[config.mk]
export PLATFORM = sky130hd
export DESIGN_NAME = hazard_ctrl
export DESIGN_NICKNAME = d
export VERILOG_FILES = /design/src/rtl/hazard_ctrl.sv
export SDC_FILE = /design/constraint.sdc
export NUM_CORES = 1
export LEC_CHECK = 0
export BUFFER_PORTS_ARGS = -buffer_cell sky130_fd_sc_hd__clkbuf_2
export CAP_MARGIN = 10
export CORE_MARGIN = 5
export CORE_UTILIZATION = 58
export CTS_CLUSTER_DIAMETER = 50
export DETAILED_ROUTE_END_ITERATION = 8
export PLACE_DENSITY = 0.86
export SETUP_SLACK_MARGIN = 0.2
export SYNTH_ARGS = -nofsm -noshare
export SYNTH_HDL_FRONTEND = slang
export SYNTH_SLANG_ARGS = --single-unit
[constraint.sdc]
create_clock -name clk -period 5.7 [get_ports clk]
set_input_delay 0.285 -clock clk [delete_from_list [all_inputs] [get_ports clk]]
set_output_delay 0.285 -clock clk [all_outputs]
set_load 0.02 [all_outputs]
[src/rtl/hazard_ctrl.sv]
// Pipeline hazard controller: arbitrates memory waits, taken branches and
// load-use dependencies into PC / pipeline-register enables and flushes.
// Tracks memory waits in a small FSM with a sticky timeout flag and keeps
// saturating stall / flush performance counters.
module hazard_ctrl #(
   parameter int MEM_TIMEOUT = 16,
   parameter int CNT_W       = 32
) (
   input  logic             clk,
   input  logic             reset,
   input  logic [4:0]       id_rs1,
   input  logic [4:0]       id_rs2,
   input  logic             id_uses_rs1,
   input  logic             id_uses_rs2,
   input  logic [4:0]       ex_rd,
   input  logic             ex_mem_read,
   input  logic             ex_branch_taken,
   input  logic             dmem_req,
   input  logic             dmem_ready,
   output logic             pc_write,
   output logic             pc_sel_target,
   output logic             ifid_write,
   output logic             ifid_flush,
   output logic             idex_flush,
   output logic             pipe_hold,
   output logic             mem_timeout,
   output logic [CNT_W-1:0] stall_cnt,
   output logic [CNT_W-1:0] flush_cnt
);

   typedef enum logic {RUN, MEM_WAIT} state_t;

   localparam logic [7:0] TIMEOUT_CNT = 8'(MEM_TIMEOUT);

   state_t           state_q, state_d;
   logic [7:0]       wait_cnt_q, wait_cnt_d;
   logic             mem_timeout_q, mem_timeout_d;
   logic [CNT_W-1:0] stall_cnt_q, stall_cnt_d;
   logic [CNT_W-1:0] flush_cnt_q, flush_cnt_d;

   logic mem_stall;
   logic load_use;
   logic branch_go;

   // x0 is never written, so a load targeting it can never create a hazard.
   assign mem_stall = dmem_req & ~dmem_ready;
   assign load_use  = ex_mem_read & (ex_rd != 5'd0) &
                      ((id_uses_rs1 & (id_rs1 == ex_rd)) |
                       (id_uses_rs2 & (id_rs2 == ex_rd)));
   // A branch is only honoured when no memory wait freezes the pipeline.
   assign branch_go = ex_branch_taken & ~mem_stall;

   // Strict-priority arbitration of the combinational control outputs.
   always_comb begin
      pc_write      = 1'b1;
      pc_sel_target = 1'b0;
      ifid_write    = 1'b1;
      ifid_flush    = 1'b0;
      idex_flush    = 1'b0;
      pipe_hold     = 1'b0;
      if (reset) begin
         pc_write   = 1'b0;
         ifid_write = 1'b0;
         ifid_flush = 1'b1;
         idex_flush = 1'b1;
      end else if (mem_stall) begin
         pc_write   = 1'b0;
         ifid_write = 1'b0;
         pipe_hold  = 1'b1;
      end else if (ex_branch_taken) begin
         pc_sel_target = 1'b1;
         ifid_flush    = 1'b1;
         idex_flush    = 1'b1;
      end else if (load_use) begin
         pc_write   = 1'b0;
         ifid_write = 1'b0;
         idex_flush = 1'b1;
      end
   end

   // Memory-wait FSM next state, wait length tracking and sticky timeout.
   always_comb begin
      state_d       = state_q;
      wait_cnt_d    = wait_cnt_q;
      mem_timeout_d = mem_timeout_q | ((wait_cnt_q == TIMEOUT_CNT) & mem_stall);
      case (state_q)
         RUN: begin
            if (mem_stall) begin
               state_d    = MEM_WAIT;
               wait_cnt_d = 8'd1;
            end
         end
         MEM_WAIT: begin
            if (mem_stall) begin
               if (wait_cnt_q != 8'hFF) wait_cnt_d = wait_cnt_q + 8'd1;
            end else begin
               state_d    = RUN;
               wait_cnt_d = 8'd0;
            end
         end
         default: begin
            state_d    = RUN;
            wait_cnt_d = 8'd0;
         end
      endcase
   end

   // Saturating performance counters; they stick at all-ones.
   always_comb begin
      stall_cnt_d = stall_cnt_q;
      flush_cnt_d = flush_cnt_q;
      if (~pc_write && (stall_cnt_q != {CNT_W{1'b1}})) stall_cnt_d = stall_cnt_q + CNT_W'(1);
      if (branch_go && (flush_cnt_q != {CNT_W{1'b1}})) flush_cnt_d = flush_cnt_q + CNT_W'(1);
   end

   // State, timeout flag and counters register; reset clears everything at once.
   always_ff @(posedge clk or posedge reset) begin
      if (reset) begin
         state_q       <= RUN;
         wait_cnt_q    <= 8'd0;
         mem_timeout_q <= 1'b0;
         stall_cnt_q   <= '0;
         flush_cnt_q   <= '0;
      end else begin
         state_q       <= state_d;
         wait_cnt_q    <= wait_cnt_d;
         mem_timeout_q <= mem_timeout_d;
         stall_cnt_q   <= stall_cnt_d;
         flush_cnt_q   <= flush_cnt_d;
      end
   end

   assign mem_timeout = mem_timeout_q;
   assign stall_cnt   = stall_cnt_q;
   assign flush_cnt   = flush_cnt_q;

endmodule
==> impl_metrics.py <==
metrics = {
    "worst_setup_path": {
        "crit_slowest_cell": "dfrtp_1",
        "start_kind": "register",
        "reg2reg_to": "stall_cnt[27]",
        "cp_max_fo": 20,
        "r2r-start": "stall_cnt[10]",
        "cp_common_cell": "and4_1",
        "path_buf_inv": 1,
        "critPathCaptureType": "register",
        "path_delay_family": "simple AND/OR/NAND/NOR gates",
        "cp_cell_sequence": "and4_1 > and4_1 > nand4_1 > nand3_1 > buf_8 > nor4_2 > xor2_1",
        "r2r_slack_ns": 3.38,
        "cpPeakStageDelay_ns": 0.42,
        "reg2reg_depth": 7,
        "arrival_ns": 2.61,
        "critPathKind": "reg -> reg",
        "worst_ep_required_time_ns": 5.98,
    },
    "placed_design": {
        "dp.cells": 542,
        "place_congestion": 0.8626,
        "io_buffers": 93,
        "dp_hpwl_mm": 6.482,
    },
    "clock_tree": {
        "cts_max_level": 3,
        "insertion_delay_ns": 0.36,
        "ctsResizeCount": 0,
        "cts_max_path_buffers": 2,
        "clk_pin_slew_ns": 0.08,
        "root_buffer": "clkbuf_8",
        "cts_made_buffers": 9,
        "cts_tree": "done",
        "cts.sinks": 74,
    },
    "timing": {
        "setup_viol": 0,
        "rsz0062_at_grt": "no",
        "fmax_mhz": 430.5,
        "min_period_ns": 2.323,
        "tightest_slew_ns": 0.7199,
        "setup-tns-final_ns": 0,
        "hold_viol": 0,
        "period_share_pct": 40.75,
        "skew_ns": 0.01250,
        "slew_viol_final": 0,
        "maxSlewHeadroom_pct": 52.01,
    },
    "yosys": {
        "ys_warn_count": 0,
        "synth_edf_count": 0,
        "synthMuxAreaShare_pct": 0.5879,
        "synth_nets": 405,
        "yosysTopAreaCell": "dfrtp_1",
        "synth_common_cells": "74 x dfrtp_1, 41 x xor2_1, 36 x xnor2_1",
        "ys_seq_elements": 74,
        "synthFlopType": "dfrtp_1",
        "async_flop_share_pct": 100.0,
        "synthCells": 378,
        "synth-compound-area-share_pct": 2.613,
        "synth_top_area_share_pct": 48.33,
        "ys_types": 45,
        "synthXorXnorAreaFrac_pct": 17.60,
        "ys_top_cells_by_area": "dfrtp_1 48%, xor2_1 9.4%, xnor2_1 8.2%",
        "synth_top_family_by_area": "simple AND/OR/NAND/NOR gates",
        "yosysSeqAreaShare_pct": 48.33,
        "yosysMostFrequentCell": "dfrtp_1",
        "avgSynthCellArea_um2": 10.14,
        "synth_area_mm2": 0.003831,
        "yosys.area_share.simple_pct": 26.49,
        "synthAdderAreaFrac_pct": 1.306,
    },
    "cells_and_area": {
        "num-nets-final": 505,
        "diodes": 0,
        "layoutNonFillerInstCount": 560,
        "utilization_pct": 72.00,
        "drive_gt1_share_pct": 27.33,
        "area_growth_pct": 20.02,
    },
    "grt": {
        "grt_pass1_wl_mm": 15.10,
        "antenna_found_initial": 0,
        "overflow": 0,
        "grt_start_max_net_pins": 58,
        "grt_pass1_vias": 3184,
        "grt_use_total_pct": 21.88,
    },
    "floorplan": {
        "start_util_pct": 59.99,
        "core_mm2": 0.006386,
        "die_x_um": 91.28,
        "die_area_mm2": 0.008331,
        "rows": 29,
        "die_h_um": 91.28,
        "io_pins": 94,
    },
    "routing": {
        "drcViolationCount": 0,
        "drtIter0Drc": 97,
        "routed_wl_mm": 8.894,
        "num_vias": 3187,
        "drtPass1Iterations": 4,
        "wl_per_cell_um": 15.88,
        "ant_nets": 0,
        "drt-vias-per-instance": 5.691,
    },
    "worst_hold_path": {
        "min_from": "dmem_req",
        "min_path_cells": 3,
        "holdPathEnd": "wait_cnt_q[6]",
        "worstHoldPathType": "in -> reg",
    },
    "power": {
        "leakagePower_uw": 0.002309,
        "power.density_mw_per_mm2": 296.8,
        "vdd_drop_max_mv": 0.2927,
    },
    "run": {
        "drv_cap": 0,
    },
    "status": {
        "status": "finished, final reports clean",
    },
}
[worst max path at each step]
| stage | startpoint | to | slack [ns] | cells past startpoint |
|---|---|---|---|---|
| floorplan | reset | idex_flush | 2.98 | 2 |
| global placement | dmem_ready | stall_cnt[31] | 2.99 | 8 |
| detailed placement | dmem_ready | stall_cnt[27] | 2.89 | 8 |
| CTS | stall_cnt[0] | stall_cnt[18] | 2.94 | 7 |
| global route | stall_cnt[0] | stall_cnt[31] | 3.21 | 8 |
| finish | stall_cnt[10] | stall_cnt[27] | 3.38 | 7 |
[logic make-up after synthesis]
kind of cell,Yosys count
AOI/OAI and AO/OA,16
xor gates and xnor gates,77
adders and majority gates,4
buffers and inverters,24
DFF,74
muxes,2
and+or+nand+nor,181
[final cells by class]
class	instances	area [um2]
clock buffer	10	137.6
clock inverter	6	88.84
fill	501	1788
inverter	17	63.81
multi-input combinational	280	1862
sequential	74	1852
tap	77	96.34
timing repair buffer	96	498.0
[placed cells by master (no fill, tap or decap), types with 4 or more instances in the layout]
master and n:
inv_1 15, clkbuf_8 10, nand4_1 17, ha_1 4
nand2_1 34, nand3_1 29, dfrtp_1 74, xor2_1 41
xnor2_1 36, clkbuf_2 93, nor2_1 32, nor4_2 5
nor4_1 10, and4_1 5, and3_1 5, nor3_1 22
o21ai_0 6
[report_power, final]
part / internal [uW] / total, uW / leakage, uW / switching, uW
sequential: 574 / 640 / 0.000956 / 66.8
combinational: 99.0 / 261 / 0.00124 / 162
clock: 259 / 463 / 0.000109 / 204
[state kept, by name, summed over array words and instances (netlist names)]
register / cells
state_q: 1
stall_cnt: 32
flush_cnt: 32
wait_cnt_q: 8
mem_timeout: 1
[per-layer routing]
layer  track usage, %  wire length, um  vias to the layer above
li1                 -                -                     1511
met1            28.44             3696                     1564
met2            35.88             4582                       97
met3            4.463              436                       15
met4            8.802              179                        0
met5                0                0                        -
[stage by stage]
step                      hold slack, ns  power (uW)  setup slack (ns)  instance area (um2)
after global placement            0.3236       897.7             2.987                 4347
after floorplan                   0.4766       814.6             2.979                 3831
after global routing              0.4184        1433             3.215                 4598
after CTS                         0.3667        1371             2.939                 4583
after detailed placement          0.3137       911.8             2.886                 4347
final                             0.3837        1365             3.377                 4598
[tightest hold or removal path: stages]
cell,delay (ns)
clkbuf_2,0.09
nand3b_1,0.22
o41ai_1,0.10
[repair_timing]
action,CTS,global route
setup buffers,0,0
hold endpoints to repair,17,0
hold buffers,1,0
Note: power is estimated with default switching activity, not from simulation.
